<file path="config.mk">
export PLATFORM = sky130hd
export DESIGN_NAME = multicycle_controller_flat
export DESIGN_NICKNAME = d
export VERILOG_FILES = /design/src/rtl/multicycle_controller_if.sv /design/src/rtl/multicycle_controller.sv /design/src/flat_wrapper.sv
export SDC_FILE = /design/constraint.sdc
export NUM_CORES = 1
export LEC_CHECK = 0
export ABC_AREA = 0
export BUFFER_PORTS_ARGS = -buffer_cell sky130_fd_sc_hd__buf_2
export CAP_MARGIN = 40
export CORE_UTILIZATION = 44
export CTS_CLUSTER_SIZE = 16
export DETAILED_ROUTE_END_ITERATION = 8
export PLACE_DENSITY = 0.91
export SYNTH_ARGS = -nofsm -noshare
export SYNTH_HDL_FRONTEND = slang
export SYNTH_SLANG_ARGS = --single-unit
export TNS_END_PERCENT = 5
</file>
<file path="constraint.sdc">
create_clock -name clk -period 3.3 [get_ports clk]
set_clock_uncertainty 0.15 [all_clocks]
set_input_delay 0 -clock clk [delete_from_list [all_inputs] [get_ports clk]]
set_output_delay 0 -clock clk [all_outputs]
set_load 0.03 [all_outputs]
</file>
<file path="src/rtl/multicycle_controller_if.sv">
// Instruction/status inputs and datapath control outputs of the multicycle controller.
// Latency: none, pure signal bundle.
// Backpressure: mem_ready carries memory stalls into the controller.
interface multicycle_controller_if;
   // instruction fields and datapath status
   logic [6:0] op;
   logic [2:0] funct3;
   logic       funct7b5;
   logic       zero;
   logic       mem_ready;
   // datapath controls
   logic       pc_write;
   logic       ir_write;
   logic       reg_write;
   logic       mem_write;
   logic       adr_src;
   logic [1:0] result_src;
   logic [1:0] alu_src_a;
   logic [1:0] alu_src_b;
   logic [1:0] imm_src;
   logic [2:0] alu_control;
   logic       illegal;
   logic [3:0] state;

   // datapath side: supplies instruction/status, consumes controls
   modport master (
      output op, funct3, funct7b5, zero, mem_ready,
      input  pc_write, ir_write, reg_write, mem_write, adr_src,
      input  result_src, alu_src_a, alu_src_b, imm_src, alu_control, illegal, state
   );

   // controller side
   modport slave (
      input  op, funct3, funct7b5, zero, mem_ready,
      output pc_write, ir_write, reg_write, mem_write, adr_src,
      output result_src, alu_src_a, alu_src_b, imm_src, alu_control, illegal, state
   );
endinterface

</file>
<file path="src/rtl/multicycle_controller.sv">
// Multicycle RISC-V style main controller: FSM sequencing lw/sw/R/I/jal/beq.
// Latency: lw 5, sw/R/I/jal 4, beq 3 cycles FETCH-to-FETCH with memory ready.
// Backpressure: FETCH, MEMREAD and MEMWRITE hold their state while mem_ready=0.
module multicycle_controller (
   input  logic                   clk,
   input  logic                   rst_n,
   multicycle_controller_if.slave bus
);

   localparam logic [6:0] OP_LW   = 7'b0000011;
   localparam logic [6:0] OP_SW   = 7'b0100011;
   localparam logic [6:0] OP_R    = 7'b0110011;
   localparam logic [6:0] OP_I    = 7'b0010011;
   localparam logic [6:0] OP_BEQ  = 7'b1100011;
   localparam logic [6:0] OP_JAL  = 7'b1101111;

   localparam logic [2:0] ALU_ADD = 3'b000;
   localparam logic [2:0] ALU_SUB = 3'b001;
   localparam logic [2:0] ALU_AND = 3'b010;
   localparam logic [2:0] ALU_OR  = 3'b011;
   localparam logic [2:0] ALU_SLT = 3'b101;

   typedef enum logic [3:0] {
      S_FETCH    = 4'd0,
      S_DECODE   = 4'd1,
      S_MEMADR   = 4'd2,
      S_MEMREAD  = 4'd3,
      S_MEMWB    = 4'd4,
      S_MEMWRITE = 4'd5,
      S_EXECUTER = 4'd6,
      S_ALUWB    = 4'd7,
      S_EXECUTEI = 4'd8,
      S_JAL      = 4'd9,
      S_BEQ      = 4'd10
   } state_t;

   state_t     r_state;
   state_t     w_next;
   logic       w_illegal_op;
   logic [2:0] w_alu_func;
   logic       w_pc_write;
   logic       w_ir_write;
   logic       w_reg_write;
   logic       w_mem_write;

   // next-state selection; illegal opcodes in DECODE fall back to FETCH
   always_comb begin
      w_next       = S_FETCH;
      w_illegal_op = 1'b0;
      case (r_state)
         S_FETCH:    w_next = bus.mem_ready ? S_DECODE : S_FETCH;
         S_DECODE: begin
            case (bus.op)
               OP_LW, OP_SW: w_next = S_MEMADR;
               OP_R:         w_next = S_EXECUTER;
               OP_I:         w_next = S_EXECUTEI;
               OP_JAL:       w_next = S_JAL;
               OP_BEQ:       w_next = S_BEQ;
               default: begin
                  w_next       = S_FETCH;
                  w_illegal_op = 1'b1;
               end
            endcase
         end
         S_MEMADR:   w_next = (bus.op == OP_SW) ? S_MEMWRITE : S_MEMREAD;
         S_MEMREAD:  w_next = bus.mem_ready ? S_MEMWB : S_MEMREAD;
         S_MEMWB:    w_next = S_FETCH;
         S_MEMWRITE: w_next = bus.mem_ready ? S_FETCH : S_MEMWRITE;
         S_EXECUTER: w_next = S_ALUWB;
         S_EXECUTEI: w_next = S_ALUWB;
         S_JAL:      w_next = S_ALUWB;
         S_ALUWB:    w_next = S_FETCH;
         S_BEQ:      w_next = S_FETCH;
         default:    w_next = S_FETCH;
      endcase
   end

   // state register; reset lands in FETCH immediately
   always_ff @(posedge clk or negedge rst_n) begin
      if (!rst_n) r_state <= S_FETCH;
      else        r_state <= w_next;
   end

   // functional ALU decode; op[5] separates sub (R-type) from addi
   always_comb begin
      case (bus.funct3)
         3'b000:  w_alu_func = (bus.funct7b5 & bus.op[5]) ? ALU_SUB : ALU_ADD;
         3'b010:  w_alu_func = ALU_SLT;
         3'b110:  w_alu_func = ALU_OR;
         3'b111:  w_alu_func = ALU_AND;
         default: w_alu_func = ALU_ADD;
      endcase
   end

   // Moore control decode; strobes are gated by rst_n so reset kills them at once
   always_comb begin
      w_pc_write      = 1'b0;
      w_ir_write      = 1'b0;
      w_reg_write     = 1'b0;
      w_mem_write     = 1'b0;
      bus.adr_src     = 1'b0;
      bus.result_src  = 2'b00;
      bus.alu_src_a   = 2'b00;
      bus.alu_src_b   = 2'b00;
      bus.alu_control = ALU_ADD;
      case (r_state)
         S_FETCH: begin
            bus.alu_src_b  = 2'b10;
            bus.result_src = 2'b10;
            w_pc_write     = bus.mem_ready;
            w_ir_write     = bus.mem_ready;
         end
         S_DECODE: begin
            bus.alu_src_a = 2'b01;
            bus.alu_src_b = 2'b01;
         end
         S_MEMADR: begin
            bus.alu_src_a = 2'b10;
            bus.alu_src_b = 2'b01;
         end
         S_MEMREAD:  bus.adr_src = 1'b1;
         S_MEMWB: begin
            bus.result_src = 2'b01;
            w_reg_write    = 1'b1;
         end
         S_MEMWRITE: begin
            bus.adr_src = 1'b1;
            w_mem_write = 1'b1;
         end
         S_EXECUTER: begin
            bus.alu_src_a   = 2'b10;
            bus.alu_control = w_alu_func;
         end
         S_EXECUTEI: begin
            bus.alu_src_a   = 2'b10;
            bus.alu_src_b   = 2'b01;
            bus.alu_control = w_alu_func;
         end
         S_ALUWB:    w_reg_write = 1'b1;
         S_JAL: begin
            bus.alu_src_a = 2'b01;
            bus.alu_src_b = 2'b10;
            w_pc_write    = 1'b1;
         end
         S_BEQ: begin
            bus.alu_src_a   = 2'b10;
            bus.alu_control = ALU_SUB;
            w_pc_write      = bus.zero;
         end
         default: ;
      endcase
      bus.pc_write  = w_pc_write  & rst_n;
      bus.ir_write  = w_ir_write  & rst_n;
      bus.reg_write = w_reg_write & rst_n;
      bus.mem_write = w_mem_write & rst_n;
      bus.illegal   = w_illegal_op & rst_n;
      bus.state     = r_state;
   end

   // immediate format follows the opcode in every state
   always_comb begin
      case (bus.op)
         OP_SW:   bus.imm_src = 2'b01;
         OP_BEQ:  bus.imm_src = 2'b10;
         OP_JAL:  bus.imm_src = 2'b11;
         default: bus.imm_src = 2'b00;
      endcase
   end

endmodule

</file>
<file path="src/flat_wrapper.sv">
// flat-port wrapper written by rule: the top's interface ports become plain ports
module multicycle_controller_flat 
  (clk, rst_n, bus_op, bus_funct3, bus_funct7b5, bus_zero, bus_mem_ready, bus_pc_write, bus_ir_write, bus_reg_write, bus_mem_write, bus_adr_src, bus_result_src, bus_alu_src_a, bus_alu_src_b, bus_imm_src, bus_alu_control, bus_illegal, bus_state);
  multicycle_controller_if bus_i ();
  input  logic clk;
  input  logic rst_n;
  input wire logic [$bits(bus_i.op)-1:0] bus_op;
  input wire logic [$bits(bus_i.funct3)-1:0] bus_funct3;
  input wire logic [$bits(bus_i.funct7b5)-1:0] bus_funct7b5;
  input wire logic [$bits(bus_i.zero)-1:0] bus_zero;
  input wire logic [$bits(bus_i.mem_ready)-1:0] bus_mem_ready;
  output wire logic [$bits(bus_i.pc_write)-1:0] bus_pc_write;
  output wire logic [$bits(bus_i.ir_write)-1:0] bus_ir_write;
  output wire logic [$bits(bus_i.reg_write)-1:0] bus_reg_write;
  output wire logic [$bits(bus_i.mem_write)-1:0] bus_mem_write;
  output wire logic [$bits(bus_i.adr_src)-1:0] bus_adr_src;
  output wire logic [$bits(bus_i.result_src)-1:0] bus_result_src;
  output wire logic [$bits(bus_i.alu_src_a)-1:0] bus_alu_src_a;
  output wire logic [$bits(bus_i.alu_src_b)-1:0] bus_alu_src_b;
  output wire logic [$bits(bus_i.imm_src)-1:0] bus_imm_src;
  output wire logic [$bits(bus_i.alu_control)-1:0] bus_alu_control;
  output wire logic [$bits(bus_i.illegal)-1:0] bus_illegal;
  output wire logic [$bits(bus_i.state)-1:0] bus_state;
  assign bus_i.op = bus_op;
  assign bus_i.funct3 = bus_funct3;
  assign bus_i.funct7b5 = bus_funct7b5;
  assign bus_i.zero = bus_zero;
  assign bus_i.mem_ready = bus_mem_ready;
  assign bus_pc_write = bus_i.pc_write;
  assign bus_ir_write = bus_i.ir_write;
  assign bus_reg_write = bus_i.reg_write;
  assign bus_mem_write = bus_i.mem_write;
  assign bus_adr_src = bus_i.adr_src;
  assign bus_result_src = bus_i.result_src;
  assign bus_alu_src_a = bus_i.alu_src_a;
  assign bus_alu_src_b = bus_i.alu_src_b;
  assign bus_imm_src = bus_i.imm_src;
  assign bus_alu_control = bus_i.alu_control;
  assign bus_illegal = bus_i.illegal;
  assign bus_state = bus_i.state;
  multicycle_controller u_core (.clk(clk), .rst_n(rst_n), .bus(bus_i));
endmodule
</file>
After elaboration in Yosys (flattened, before gate mapping):

Cells that the tools add are included.

* logic and storage cells: 58
* input bits: 15
* output and inout bits: 21
* flip-flop bits (word level): 4

* bitwise logic cells: 6
* equal/unequal tests: 19
* reduce and logical (&&, ||, !) cells: 12
* multiplexer cells: 20

Operator list (number)
* 4-bit case mux with 6 select lines: 1
* 4-bit case mux with 5 select lines: 1
* 4-bit by 3-bit equality test with 1-bit output (second input constant): 4
* 7-bit by 6-bit equality test with 1-bit output (second input constant): 2
* 7-bit equality test (second input constant): 2
* 4-bit equality test (second input constant): 3
* 2-bit case mux with 2 select lines: 3
* 3-bit case mux with 4 select lines: 1
* 2-bit OR reduction: 6
* 3-bit two-way mux: 3
* 4-bit by 2-bit equality test with 1-bit output (second input constant): 2
* 1-bit two-way mux: 8
* 7-bit by 2-bit equality test with 1-bit output (second input constant): 1
* 7-bit by 5-bit equality test with 1-bit output (second input constant): 1
* 1-bit bitwise AND: 6
* 3-bit equality test (second input constant): 2
* 2-bit case mux with 3 select lines: 1
* 3-bit case mux with 2 select lines: 1
* 3-bit OR reduction: 2
* 6-bit OR reduction: 1
* 4-bit by 1-bit equality test with 1-bit output (second input constant): 1
* 4-bit logical NOT: 1
* 4-bit OR reduction: 1
* 3-bit by 2-bit equality test with 1-bit output (second input constant): 1
* 2 further kinds: 2

Longest topological paths before layout:

* depth after elaboration: 5
* gate-level depth with buffers: 6
* mapped depth without buffers: 4

Least setup slack after synthesis:

Ideal clock, no wire load.

* kind: flip-flop to output port
* start: register u_core.r_state[2] (netlist: u_core.bus.state[2])
* end: output port bus_ir_write
* path buffers: 1
* arrival time: 2277 ps
* setup slack: 873 ps
* cell stages (with the launch flop): 4
* data required time: 3150 ps
* path through: dfrtp_1 clkbuf_1 nor4_1 and3_1

* cells in the longest elaborated chain, start to end: 3

RTL lines
* start, declared: RTL line multicycle_controller.sv:37 `state_t r_state;`
* start signal, assigned: RTL line multicycle_controller.sv:81 `else r_state <= w_next;`
* 4-bit logical NOT: RTL line multicycle_controller.sv:106 `case (r_state)`
* 1-bit two-way mux: RTL line multicycle_controller.sv:106
* 1-bit bitwise AND: RTL line multicycle_controller.sv:153 `bus.ir_write = w_ir_write & rst_n;`
* end, declared: RTL line flat_wrapper.sv:13 `output wire logic [$bits(bus_i.ir_write)-1:0] bus_ir_write;`

Every way passes these cells.

Worst setup path after layout:

* start: register u_core.r_state[3] (netlist: u_core.bus.state[3])
* end: output port bus_alu_control[0]

* cells in the longest elaborated chain, start to end: 3
* elaborated cells on any way between the ends: 5
* classes of those cells: 3 x eq/ne; 1 x mux; 1 x reduce/logical

RTL lines
* 4-bit by 3-bit equality test with 1-bit output or 4-bit equality test (tied branches): RTL line multicycle_controller.sv:106
* 2-bit OR reduction (no source line)
* 3-bit case mux with 2 select lines *: RTL line multicycle_controller.sv:106
* end, declared: RTL line flat_wrapper.sv:21 `output wire logic [$bits(bus_i.alu_control)-1:0] bus_alu_control;`

Every way passes the cells marked *; elsewhere a longest branch is shown, timed or not.

==> results.cfg <==
[finish]
areaGrowthSynthToFinish_pct = 36.99
largest_reg_flops = 4
final_cell_area_um2 = 797.0
drive_gt1_share_pct = 34.45
diodes = 0
layout_commonest_cell = buf_2
layout.nets = 136
num-fill-cells = 108
final_cell_mix = 35 x buf_2, 11 x nor2_1, 5 x nand3_1, 5 x nand2_1
utilization_pct = 68.06

[route]
wire_per_inst_um = 11.36
drt_wl_total_um = 1511
antenna_left = 0
via_per_inst = 5.774
firstDrtPassIters = 5
num_vias = 768
first_iter_violations = 11
drc = 0

[power_and_ir_drop]
power_density_mw_per_mm2 = 765.5
power_leakage_nw = 0.3921
total_power_uw = 610.1
vdd_drop_max_mv = 0.3981

[synthesis]
yosys_warnings = 0
async_flop_share_pct = 100.0
syn-cell-area_um2 = 581.8
synth-edff-count = 0
ys.flop_type = dfrtp_1
synthesis.nets = 99
synth-seq-area-share_pct = 17.20
netlist_instances = 84
synth_seq_cells = 4
synth.distinct_cells = 36
avgSynthCellArea_um2 = 6.926

[placed_design]
place.gp.congestion = 0.8847
hpwl_um = 1136
io_buffers = 35
placed_cell_area_um2 = 744.5

[grt]
antenna_found_initial = 0
grt_max_degree = 19
grt.overflow.total = 0
grt_usage_pct = 22.88
grt_pass1_vias = 604
grt_pass1_wl_um = 2394

[setup_path]
reg2reg_to = u_core.bus.state[1]$_DFF_PN0_
endpoint = bus_alu_control[0]
regToRegSetupSlack_ps = 1440
cp_max_fo = 18
endpoint_kind = output pin
cp.arrival_ps = 2020
worstReg2RegStart = u_core.bus.state[1]$_DFF_PN0_
crit_path_start_kind = flip-flop
path_class = reg2out
r2r_cells = 4
cp-startpoint = u_core.bus.state[3]$_DFF_PN0_
cp.required_ps = 3150

[sta]
slew_headroom_pct = 64.03
timing.fmax_mhz = 459.9
finalSetupViolCount = 0
rsz0062_at_grt = no
period_needed_ps = 2174
worst_pin_slew_ps = 539.5
tns_ps = 0
hold_violations = 0
min_period_over_period_pct = 65.89
slew_viol_final = 0

[die]
die_h_um = 38.37
io_pins = 36
start_util_pct = 49.68
std_cell_rows = 12
die_area_mm2 = 0.001472
die-width_um = 38.37
core_area_mm2 = 0.001171

[run_status]
status = completed

[clocking]
cts_tree = yes
worstSkewPairLatency_ps = 230
clk_path_buf_depth = 2
cts_made_buffers = 3
clk_pin_slew_worst_paths_ps = 40
cts.sinks = 4
cts_setup_buffers = 0
cts_root_buffer = clkbuf_4
htreeDepth = 1

[hold_path]
hold_class = in2reg

[job]
drv_cap = 0
-- metrics by stage --
| step | setup slack (ps) | std cells | hold slack (ps) |
|---|---|---|---|
| global placement | 1445 | 127 | -316.3 |
| global route | 1016 | 133 | 63.16 |
| CTS | 1122 | 133 | 38.25 |
| floorplan | 873.3 | 84 | -445.6 |
| detailed placement | 1363 | 127 | -316.1 |
| finish | 1126 | 133 | 42.25 |
-- area by class of cell --
type                       count  area [µm²]  area share, %
timing repair buffer          38       205.2          25.75
inverter                       6       22.52          2.826
sequential                     4       100.1          12.56
tap                           14       17.52          2.198
clock buffer                   3       22.52          2.826
multi-input combinational     68       429.2          53.85
-- worst max-delay path, cell delays in order (launching register included) --
cell,delay (ps)
dfrtp_1,670
inv_2,140
mux2_2,290
or3_1,350
a21oi_1,130
buf_2,210
-- repair_timing --
item | CTS | global route
resized for setup | 0 | 0
endpoints found under the hold margin | 5 | 0
hold buffers | 3 | 0
-- worst min path at each step --
stage	depth (start not counted)	from	to	slack, ps
2_1_floorplan	0	rst_n	u_core.bus.state[0]$_DFF_PN0_	-450
3_3_place_gp	1	rst_n	u_core.bus.state[2]$_DFF_PN0_	-320
3_5_place_dp	1	rst_n	u_core.bus.state[2]$_DFF_PN0_	-320
4_1_cts	4	bus_op[6]	u_core.bus.state[2]$_DFF_PN0_	40
5_1_grt	4	bus_op[5]	u_core.bus.state[3]$_DFF_PN0_	60
6_report	4	bus_op[6]	u_core.bus.state[2]$_DFF_PN0_	40
-- Yosys cell counts, types with 2 or more instances --
cell / number / area share, %
a21oi_1: 3 / 2.6
a31oi_1: 2 / 2.2
and4_1: 3 / 4.5
buf_2: 3 / 2.6
clkbuf_1: 2 / 1.3
dfrtp_1: 4 / 17
inv_1: 4 / 2.6
inv_2: 2 / 1.3
nand2_1: 5 / 3.2
nand2b_1: 3 / 3.2
nand3_1: 5 / 4.3
nand4_1: 2 / 2.2
nor2_1: 11 / 7.1
nor3_1: 4 / 3.4
nor4_1: 2 / 2.2
o21ai_0: 4 / 3.4
o31a_1: 2 / 3.0
or3_1: 3 / 3.2
xnor2_1: 2 / 3.0
xor2_1: 2 / 3.0
-- logic make-up after synthesis --
group                    share of synthesized area [%]
AO/OA/AOI/OAI                                    21.29
XOR/XNOR                                         6.023
adder cells (fa/ha/maj)                          1.720
buffers and inverters                            9.032
flip-flops                                       17.20
multiplexers                                     3.656
AND/OR/NAND/NOR                                  41.08
-- per-layer routing --
metal | track usage (%) | share of wire (%) | up-vias
met5 | 0 | 0 | -
met4 | 0 | 0 | 0
met3 | 7.558 | 7.9 | 0
met2 | 43.22 | 46 | 38
met1 | 26.24 | 46 | 343
li1 | - | - | 387
-- where the power goes --
group / internal [mW] / total (mW) / leakage, nW / switching [mW]
Sequential: 0.0633 / 0.128 / 0.0539 / 0.0642
Combinational: 0.143 / 0.423 / 0.324 / 0.281
Clock: 0.0406 / 0.0591 / 0.0138 / 0.0186
Note: power is estimated with default switching activity, not from simulation.
